`config.mk`:
```
export PLATFORM = sky130hd
export DESIGN_NAME = prefetch_tag_table
export DESIGN_NICKNAME = d
export VERILOG_FILES = /design/src/rtl/prefetch_tag_table_pkg.sv /design/src/rtl/findValueIdx.sv /design/src/rtl/prefetch_tag_table_free_slot_finder.sv /design/src/rtl/prefetch_tag_table.sv
export SDC_FILE = /design/constraint.sdc
export NUM_CORES = 2
export LEC_CHECK = 0
export BUFFER_PORTS_ARGS = -buffer_cell sky130_fd_sc_hd__buf_4
export CORE_MARGIN = 2
export CORE_UTILIZATION = 38
export CTS_CLUSTER_DIAMETER = 30
export DETAILED_ROUTE_END_ITERATION = 6
export PLACE_DENSITY_LB_ADDON = 0.08
export SLEW_MARGIN = 15
export SYNTH_ARGS = -nofsm -noshare
export SYNTH_HDL_FRONTEND = slang
export SYNTH_SLANG_ARGS = --single-unit
```
`constraint.sdc`:
```
create_clock -name clk -period 13.9 [get_ports clk]
set_input_delay 1.39 -clock clk [delete_from_list [all_inputs] [get_ports clk]]
set_output_delay 1.39 -clock clk [all_outputs]
set_load 0.01 [all_outputs]
```
`src/rtl/prefetch_tag_table_pkg.sv`:
```
`default_nettype none
// ============================================================================
// Module   : prefetch_tag_table_pkg
// Purpose  : Shared types for the prefetcher stream tag table: tag and index
//            types, the lookup response record and a valid-bit popcount.
// Revision : 1.0 - initial release
// ============================================================================
package prefetch_tag_table_pkg;

    localparam int c_log_vec_size = 4;
    localparam int c_vec_size     = 1 << c_log_vec_size;
    localparam int c_tag_size     = 32;

    typedef logic [c_tag_size-1:0]     tag_t;
    typedef logic [c_log_vec_size-1:0] idx_t;
    typedef logic [c_vec_size-1:0]     vmask_t;
    typedef logic [c_log_vec_size:0]   cnt_t;

    // One lookup result as returned to the consumer.
    typedef struct packed {
        logic hit;
        idx_t idx;
        logic alloc;
        logic evict;
        tag_t evict_tag;
    } rsp_t;

    // Number of set bits in a valid vector (0..c_vec_size).
    function automatic cnt_t popcount(input vmask_t v);
        cnt_t c;
        c = '0;
        for (int i = 0; i < c_vec_size; i++) begin
            c = c + cnt_t'(v[i]);
        end
        return c;
    endfunction

endpackage
`default_nettype wire

```
`src/rtl/findValueIdx.sv`:
```
`default_nettype none
// ============================================================================
// Module   : findValueIdx
// Purpose  : Tag-match CAM. Compares i_value against every valid entry of a
//            flattened tag vector and returns the matching index.
// Ports    : i_vec   - VEC_SIZE tags, entry i at [i*TAG_SIZE +: TAG_SIZE]
//            i_valid - per-entry valid bits
//            i_value - tag to search for
//            o_found - some valid entry matched
//            o_idx   - index of the match (0 when none)
// Revision : 1.0 - initial release
// ============================================================================
module findValueIdx #(
    parameter int LOG_VEC_SIZE = 4,
    parameter int VEC_SIZE     = 1 << LOG_VEC_SIZE,
    parameter int TAG_SIZE     = 32
) (
    input  logic [VEC_SIZE*TAG_SIZE-1:0] i_vec,
    input  logic [VEC_SIZE-1:0]          i_valid,
    input  logic [TAG_SIZE-1:0]          i_value,
    output logic                         o_found,
    output logic [LOG_VEC_SIZE-1:0]      o_idx
);

    logic [VEC_SIZE-1:0] w_match;

    for (genvar i = 0; i < VEC_SIZE; i++) begin : g_cmp
        assign w_match[i] = i_valid[i] && (i_vec[i*TAG_SIZE +: TAG_SIZE] == i_value);
    end

    assign o_found = |w_match;

    // Stored tags are unique, so at most one match bit is set and OR-ing the
    // indices of set bits yields that single index without a priority chain.
    always_comb begin
        o_idx = '0;
        for (int i = 0; i < VEC_SIZE; i++) begin
            if (w_match[i]) begin
                o_idx = o_idx | LOG_VEC_SIZE'(i);
            end
        end
    end

endmodule
`default_nettype wire

```
`src/rtl/prefetch_tag_table_free_slot_finder.sv`:
```
`default_nettype none
// ============================================================================
// Module   : free_slot_finder
// Purpose  : Lowest-index-zero priority encoder over the valid vector.
// Ports    : i_valid     - per-entry valid bits
//            o_idx       - lowest index whose valid bit is 0 (0 when full)
//            o_none_free - every entry is valid
// Revision : 1.0 - initial release
// ============================================================================
module free_slot_finder #(
    parameter int LOG_VEC_SIZE = 4,
    parameter int VEC_SIZE     = 1 << LOG_VEC_SIZE
) (
    input  logic [VEC_SIZE-1:0]     i_valid,
    output logic [LOG_VEC_SIZE-1:0] o_idx,
    output logic                    o_none_free
);

    assign o_none_free = &i_valid;

    // Scan from the top down so the lowest free index is the last one written.
    always_comb begin
        o_idx = '0;
        for (int i = VEC_SIZE - 1; i >= 0; i--) begin
            if (!i_valid[i]) begin
                o_idx = LOG_VEC_SIZE'(i);
            end
        end
    end

endmodule
`default_nettype wire

```
`src/rtl/prefetch_tag_table.sv`:
```
`default_nettype none
// ============================================================================
// Module   : prefetch_tag_table
// Purpose  : Stream-table tag store with lookup / allocate controller.
//            A request is compared against the table combinationally and the
//            result is registered at the accept edge; misses with req_alloc
//            install the tag in the lowest free slot, or evict a round-robin
//            victim when the table is full.
// Ports    : clk, rst                        - clock, sync active-high reset
//            req_valid/req_ready/req_tag/req_alloc - lookup request channel
//            inv_valid/inv_idx               - single-entry invalidate
//            rsp_valid/rsp_ready/rsp_*       - registered response channel
//            occupancy                       - number of valid entries
// Revision : 1.0 - initial release
// ============================================================================
module prefetch_tag_table
    import prefetch_tag_table_pkg::*;
#(
    parameter int LOG_VEC_SIZE = c_log_vec_size,
    parameter int VEC_SIZE     = 1 << LOG_VEC_SIZE,
    parameter int TAG_SIZE     = c_tag_size
) (
    input  logic                    clk,
    input  logic                    rst,
    input  logic                    req_valid,
    output logic                    req_ready,
    input  logic [TAG_SIZE-1:0]     req_tag,
    input  logic                    req_alloc,
    input  logic                    inv_valid,
    input  logic [LOG_VEC_SIZE-1:0] inv_idx,
    output logic                    rsp_valid,
    input  logic                    rsp_ready,
    output logic                    rsp_hit,
    output logic [LOG_VEC_SIZE-1:0] rsp_idx,
    output logic                    rsp_alloc,
    output logic                    rsp_evict,
    output logic [TAG_SIZE-1:0]     rsp_evict_tag,
    output logic [LOG_VEC_SIZE:0]   occupancy
);

    // Table state
    logic [TAG_SIZE-1:0]     r_tags_q [VEC_SIZE];
    logic [TAG_SIZE-1:0]     w_tags_d [VEC_SIZE];
    logic [VEC_SIZE-1:0]     r_valid_q, w_valid_d;
    logic [LOG_VEC_SIZE-1:0] r_rr_ptr_q, w_rr_ptr_d;
    logic [LOG_VEC_SIZE:0]   r_occupancy_q, w_occupancy_d;

    // Response register
    logic                    r_rsp_valid_q, w_rsp_valid_d;
    rsp_t                    r_rsp_q, w_rsp_d;

    // Lookup helpers
    logic [VEC_SIZE*TAG_SIZE-1:0] w_tag_vec;
    logic                         w_match_found;
    logic [LOG_VEC_SIZE-1:0]      w_match_idx;
    logic [LOG_VEC_SIZE-1:0]      w_free_idx;
    logic                         w_table_full;
    logic                         w_accept;
    logic [LOG_VEC_SIZE-1:0]      w_victim;

    for (genvar i = 0; i < VEC_SIZE; i++) begin : g_flat
        assign w_tag_vec[i*TAG_SIZE +: TAG_SIZE] = r_tags_q[i];
    end

    findValueIdx #(
        .LOG_VEC_SIZE (LOG_VEC_SIZE),
        .VEC_SIZE     (VEC_SIZE),
        .TAG_SIZE     (TAG_SIZE)
    ) u_cam (
        .i_vec   (w_tag_vec),
        .i_valid (r_valid_q),
        .i_value (req_tag),
        .o_found (w_match_found),
        .o_idx   (w_match_idx)
    );

    free_slot_finder #(
        .LOG_VEC_SIZE (LOG_VEC_SIZE),
        .VEC_SIZE     (VEC_SIZE)
    ) u_free (
        .i_valid     (r_valid_q),
        .o_idx       (w_free_idx),
        .o_none_free (w_table_full)
    );

    assign req_ready = !r_rsp_valid_q || rsp_ready;
    assign w_accept  = req_valid && req_ready;
    assign w_victim  = w_table_full ? r_rr_ptr_q : w_free_idx;

    always_comb begin
        w_tags_d      = r_tags_q;
        w_valid_d     = r_valid_q;
        w_rr_ptr_d    = r_rr_ptr_q;
        w_rsp_valid_d = r_rsp_valid_q;
        w_rsp_d       = r_rsp_q;

        // Invalidate is applied first so a same-cycle allocation to the same
        // index overrides it and the entry ends valid.
        if (inv_valid) begin
            w_valid_d[inv_idx] = 1'b0;
        end

        if (w_accept) begin
            w_rsp_valid_d     = 1'b1;
            w_rsp_d.hit       = w_match_found;
            w_rsp_d.idx       = '0;
            w_rsp_d.alloc     = 1'b0;
            w_rsp_d.evict     = 1'b0;
            w_rsp_d.evict_tag = '0;
            if (w_match_found) begin
                w_rsp_d.idx = w_match_idx;
            end else if (req_alloc) begin
                w_rsp_d.idx          = w_victim;
                w_rsp_d.alloc        = 1'b1;
                w_tags_d[w_victim]   = req_tag;
                w_valid_d[w_victim]  = 1'b1;
                if (w_table_full) begin
                    w_rsp_d.evict     = 1'b1;
                    w_rsp_d.evict_tag = r_tags_q[r_rr_ptr_q];
                    w_rr_ptr_d        = r_rr_ptr_q + LOG_VEC_SIZE'(1);
                end
            end
        end else if (rsp_ready) begin
            // Response consumed with nothing new behind it; fields are held.
            w_rsp_valid_d = 1'b0;
        end

        w_occupancy_d = popcount(w_valid_d);
    end

    always_ff @(posedge clk) begin
        if (rst) begin
            for (int i = 0; i < VEC_SIZE; i++) begin
                r_tags_q[i] <= '0;
            end
            r_valid_q     <= '0;
            r_rr_ptr_q    <= '0;
            r_occupancy_q <= '0;
            r_rsp_valid_q <= 1'b0;
            r_rsp_q       <= '0;
        end else begin
            r_tags_q      <= w_tags_d;
            r_valid_q     <= w_valid_d;
            r_rr_ptr_q    <= w_rr_ptr_d;
            r_occupancy_q <= w_occupancy_d;
            r_rsp_valid_q <= w_rsp_valid_d;
            r_rsp_q       <= w_rsp_d;
        end
    end

    assign rsp_valid     = r_rsp_valid_q;
    assign rsp_hit       = r_rsp_q.hit;
    assign rsp_idx       = r_rsp_q.idx;
    assign rsp_alloc     = r_rsp_q.alloc;
    assign rsp_evict     = r_rsp_q.evict;
    assign rsp_evict_tag = r_rsp_q.evict_tag;
    assign occupancy     = r_occupancy_q;

endmodule
`default_nettype wire

```
**Yosys cells after proc, flatten, opt, wreduce, memory -nomap -nowiden**

Index checks and enable logic that the tools add are counted.

- Register bits after elaboration: 577
- Input bits: 42
- Logic and storage cells: 149

- Add/subtract/negate cells: 16
- Magnitude comparators: 7
- Equality and inequality tests: 16
- Muxes and demuxes: 52
- Bitwise logic cells: 6
- Reduce and logical (&&, ||, !) cells: 27

Operators with widths:

| kind | number |
|---|---|
| bitwise mux 512 bit | 1 |
| == test 32 bit | 16 |
| binary-select mux 32 bit (select 4 bit) | 1 |
| demux 32 bit (select 4 bit) | 1 |
| two-way mux 4 bit | 26 |
| two-way mux 32 bit | 3 |
| two-way mux 16 bit | 4 |
| adder 5 x 1 -> 5 bit | 11 |
| two-way mux 38 bit | 1 |
| two-way mux 34 bit | 1 |
| two-way mux 33 bit | 1 |
| logical AND 1 bit | 20 |
| AND reduction 19 bit | 1 |
| bitwise AND 16 bit | 1 |
| NOT 16 bit | 1 |
| OR 16 bit | 1 |
| AND reduction 16 bit | 1 |
| OR reduction 16 bit | 1 |
| two-way mux 3 bit | 4 |
| >= comparator 5 bit, second input constant | 2 |
| less-than comparator 4 x 5 -> 1 bit, second input constant | 2 |
| NOT 4 -> 5 bit | 2 |
| demux 1 bit (select 4 bit) | 2 |
| >= comparator 4 x 1 -> 1 bit, second input constant | 2 |
| 13 further kinds | 18 |

**Longest topological paths before layout**

- Word-level depth: 40
- Mapped depth: 26

**Cells and area by module**

From an unflattened synthesis, not the netlist that was laid out.

- Cells, all modules: 3847
- Area, all modules: 32787.7 um^2

Modules (own cells, without submodules):

| module | times used | cells an instance | area each (um^2) | seq. area each (um^2) |
|---|---|---|---|---|
| prefetch_tag_table | 1 | 3031 | 26309.0 | 11551.1 |
| findValueIdx | 1 | 783 | 6302.3 | 0.0 |
| free_slot_finder | 1 | 33 | 176.4 | 0.0 |

**Least setup slack after synthesis**

No wires, ideal clock.

- Path type: input to register
- Start point: input port req_tag[11]
- End point: register r_occupancy_q[4] (netlist: occupancy[4])
- Library setup time: 0.131 ns
- Arrival time: 6.591 ns
- Data required time: 13.769 ns
- Setup slack: 7.178 ns
- Stages: 23
- Path through: buf_4 > buf_4 > xor2_1 > nor4_1 > nand4_1 > or4_1 > and4_4 > and2_4 > buf_6 > nand4_2 > buf_6 > buf_12 > nand2_1 > fa_1 > fa_1 > inv_1 > fa_1 > inv_1 > fa_1 > ha_1 > fa_1 > a21oi_1 > nor3b_1

RTL lines:

| what | line | RTL |
|---|---|---|
| start, declared | prefetch_tag_table.sv:27 | `input logic [TAG_SIZE-1:0] req_tag,` |
| == test 32 bit | findValueIdx.sv:28 | `assign w_match[i] = i_valid[i] && (i_vec[i*TAG_SIZE +: TAG_SIZE] == i_value);` |
| logical AND 1 bit | findValueIdx.sv:28 |  |
| OR reduction 16 bit * | findValueIdx.sv:31 | `assign o_found = \|w_match;` |
| two-way mux 16 bit * | prefetch_tag_table.sv:110 | `if (w_match_found) begin` |
| two-way mux 16 bit * | prefetch_tag_table.sv:103 | `if (w_accept) begin` |
| via w_valid_d[13] | prefetch_tag_table.sv:44 | `logic [VEC_SIZE-1:0] r_valid_q, w_valid_d;` |
| adder 5 x 1 -> 5 bit * (3 in series) | prefetch_tag_table_pkg.sv:33 | `c = c + cnt_t'(v[i]);` |
| end signal, assigned | prefetch_tag_table.sv:145 | `r_occupancy_q <= w_occupancy_d;` |
| end, declared | prefetch_tag_table.sv:46 | `logic [LOG_VEC_SIZE:0] r_occupancy_q, w_occupancy_d;` |

The timed path passes the listed nets; every way through them passes the cells marked *.
A chain may end at the register's enable or synchronous reset.

**Worst setup path after layout**

- Start point: input port req_tag[9]
- End point: register r_occupancy_q[4] (netlist: occupancy[4])

RTL lines:

| what | line |
|---|---|
| == test 32 bit | findValueIdx.sv:28 |
| logical AND 1 bit | findValueIdx.sv:28 |
| OR reduction 16 bit * | findValueIdx.sv:31 |
| two-way mux 16 bit * | prefetch_tag_table.sv:110 |
| two-way mux 16 bit * | prefetch_tag_table.sv:103 |
| via w_valid_d[15] | prefetch_tag_table.sv:44 |
| adder 5 x 1 -> 5 bit * | prefetch_tag_table_pkg.sv:33 |

Marked as above.

==> impl_metrics.env <==
export IMPL_clk_pin_slew_ns=0.04
export IMPL_cellPowerDensity_mw_per_mm2=144
export IMPL_ys_async_sr_fraction=0
export IMPL_avgSynthCellArea_sq_um=10.1
export IMPL_fmaxAchievable_mhz=123
export IMPL_pre_cts_ws_ns=5.22
export IMPL_synth_edff_count=0
export IMPL_wl_um=167000
export IMPL_ys_top_cells_by_count="589 x nand2_1, 577 x dfxtp_1, 480 x mux2i_1"
export IMPL_synth_area_leaders="dfxtp_1 36%, mux2i_1 15%, mux4_2 11%, xor2_1 9.9%, nand2_1 6.8%"
export IMPL_status="finished, violations left"
export IMPL_htreeDepth=4
export IMPL_arrival_ns=8.76
export IMPL_fp_row_count=107
export IMPL_period_minus_slack_ns=8.15
export IMPL_dr_pass1_iters=7
export IMPL_cts_setup_buffers=0
export IMPL_grt_pass1_wl_um=224000
export IMPL_register_area_sq_mm=0.0116
export IMPL_synth_most_common_cell="nand2_1"
export IMPL_via_per_inst=5.95
export IMPL_antenna_found_initial=12
export IMPL_drtIter0Drc=2819
export IMPL_die_area_sq_mm=0.0877
export IMPL_synth_flop_cell="dfxtp_1"
export IMPL_wl_per_cell_um=37.3
export IMPL_violations="DRC"
export IMPL_ant_nets=0
export IMPL_cts_sinks=577
export IMPL_crit_family="simple AND/OR/NAND/NOR gates"
export IMPL_final_max_slew_viol_count=0
export IMPL_syn_inst=3206
export IMPL_gp_congestion=1.06
export IMPL_setup_slack_ns=5.75
export IMPL_worst_setup_path_type="primary input to flip-flop"
export IMPL_cts_resized=0
export IMPL_period_share=0.587
export IMPL_grt_start_max_net_pins=167
export IMPL_tritoncts="done"
export IMPL_clock_root_buffer="clkbuf_16"
export IMPL_grt_use_total=0.379
export IMPL_crit_top_cell="fa_1"
export IMPL_clk_path_buf_depth=3
export IMPL_yosys_warnings=0
export IMPL_crit_required_ns=14.51
export IMPL_drc=2
export IMPL_mappedNetlistNets=3264
export IMPL_ir_drop_mv=0.118
export IMPL_synth_cell_types=62
export IMPL_fin_skew_ns=0.0218
export IMPL_coreArea_sq_mm=0.0849
export IMPL_finalHoldViolations=0
export IMPL_final_nets=3259
export IMPL_synth_cell_area_sq_mm=0.0324
export IMPL_hold_buffers=0
export IMPL_ios=88
export IMPL_synth_top_area_cell="dfxtp_1"
export IMPL_syn_to_final_growth_pct=17.2
export IMPL_multi_input_area_sq_mm=0.0189
export IMPL_yosysTopAreaCellShare=0.356
export IMPL_path_max_fanout=34
export IMPL_grt_pass1_vias=25400
export IMPL_crit_path_top_delay_cell="nor4_1"
export IMPL_ys_ff_latch=577
export IMPL_setup_viol=0
export IMPL_relSlewSlack=0.129
export IMPL_crit_chain="buf_4 > xor2_1 > nor4_1 > nand4_1 > or4_1 > and4_4 > and2_4 > nand4_4 > buf_4 > nand2_1 > fa_1 > fa_1 > inv_1 > fa_1 > inv_1 > fa_1 > ha_1 > fa_1 > a21oi_1 > nor3b_1"
export IMPL_portBuffers=87
export IMPL_crit_path_end_kind="flip-flop"
export IMPL_hold_path_class="flip-flop to flip-flop"
export IMPL_setup_tns_final_ns=0
export IMPL_num_vias=26600
export IMPL_clkLatencyLatePin_ns=0.75
export IMPL_die_h_um=296
export IMPL_grt_overflow=0
export IMPL_cp_start_kind="primary input"
export IMPL_yosysSeqAreaShare=0.356
export IMPL_worst_pin_slew_ns=1.29
export IMPL_worst_path_buf_inv=4
export IMPL_cts_buffers=150
export IMPL_max_stage_delay_ns=1.01
export IMPL_fillers=8164
export IMPL_drive_gt1_frac=0.164
export IMPL_maxCapViolations=0
export IMPL_rsz0062_at_grt="no"
export IMPL_die_w_um=296
export IMPL_start_util=0.382
export IMPL_dpl_hpwl_um=123000
export IMPL_p_leak_nw=16.9
cells by family (layout without fill, tap and decap cells):
logic type,count (synthesis),after routing,share of synthesized area
AOI/OAI and AO/OA,165,165,0.0301
xor gates and xnor gates,511,511,0.138
adders and majority gates,16,16,0.00849
buffers and inverters,329,441,0.0652
DFF,577,577,0.356
muxes,643,643,0.260
other,0,1,0
and+or+nand+nor,965,965,0.141
layout make-up:
| cell class | count | area share |
|---|---|---|
| multi-input cells | 2300 | 0.497 |
| flip-flops and latches | 577 | 0.304 |
| clock buffers | 223 | 0.116 |
| well taps | 1144 | 0.0377 |
| repair buffers | 122 | 0.0248 |
| clock inverters | 46 | 0.0151 |
| inverters | 50 | 0.00514 |
| diodes | 1 | 0.0000659 |
where the power goes:
part | internal (mW) | switching [mW]
Combinational | 0.0830 | 0.289
Clock | 2.36 | 1.06
Sequential | 1.67 | 0.00973
Total | 4.11 | 1.36
state kept, by name, indices dropped and copies added (netlist names), 4 cells and up:
name,count
r_tags_q,512
rsp_evict_tag,32
r_valid_q,16
occupancy,5
r_rr_ptr_q,4
rsp_idx,4
placed cells by master (no fill, tap or decap), types with 3 or more instances in the layout:
master     synthesis  final
or3_1              8      7
nor2b_1            8      8
bufinv_16          0     11
or4_1              7      7
nand4_1           71     71
inv_6              0      6
clkbuf_16          0    154
mux2_2             3      3
nor2_1            27     26
nor4_1           133    133
and3_1             8      8
dfxtp_4            0      3
mux2i_1          480    480
nand3_1           31     31
nand2b_1          11     11
nand4b_1          10     10
o211ai_1          33     33
nor4b_1            5      5
nand2_1          589    589
a21oi_1           24     24
xnor2_1          143    143
clkinv_2           0     24
inv_1             49     49
nand3_4            0      3
nor3_1            27     26
nand3b_1           4      4
mux4_2           160    160
xor2_1           368    368
o21ai_1           58     58
buf_4             36    120
o21ai_0           29     29
nand4_4            1     11
ha_1               6      6
fa_1              10     10
dfxtp_1          577    573
and2_1             4      4
clkbuf_1         126     40
clkbuf_8           0     29
worst min-delay path: stages, from the launching register on:
cell and delay [ns]:
dfxtp_1 0.30, nand2_1 0.05, o21ai_1 0.05
final timing paths:
path / cells after the start / to / start / slack, ns
hold reg to reg: 2 / rsp_evict_tag[15]$_SDFFE_PP0P_ / rsp_evict_tag[15]$_SDFFE_PP0P_ / 0.44
setup / recovery: 20 / occupancy[4]$_SDFF_PP0_ / req_tag[9] / 5.75
hold / removal: 2 / rsp_evict_tag[15]$_SDFFE_PP0P_ / rsp_evict_tag[15]$_SDFFE_PP0P_ / 0.44
setup reg to reg: 19 / occupancy[4]$_SDFF_PP0_ / r_tags_q[393]$_SDFFE_PP0P_ / 6.37
layer usage:
| metal | up-vias | track usage | share of wire |
|---|---|---|---|
| li1 | 11300 | - | - |
| met1 | 13700 | 0.516 | 0.43 |
| met2 | 1329 | 0.557 | 0.43 |
| met3 | 298 | 0.101 | 0.085 |
| met4 | 16 | 0.180 | 0.050 |
| met5 | - | 0 | 0.00067 |
metrics by stage:
step / hold WS (ns) / area (sq um) / std cells / utilization / power [mW]
after global placement: 0.434 / 33000 / 4193 / 0.389 / 2.07
after floorplan: 0.456 / 32400 / 3206 / - / 1.90
after global routing: 0.472 / 38000 / 4462 / 0.447 / 5.59
after detailed placement: 0.437 / 33000 / 4193 / 0.389 / 2.07
after CTS: 0.443 / 38000 / 4462 / 0.447 / 5.49
final: 0.442 / 38000 / 4463 / 0.448 / 5.48
Power figures use the tool's default switching activity.
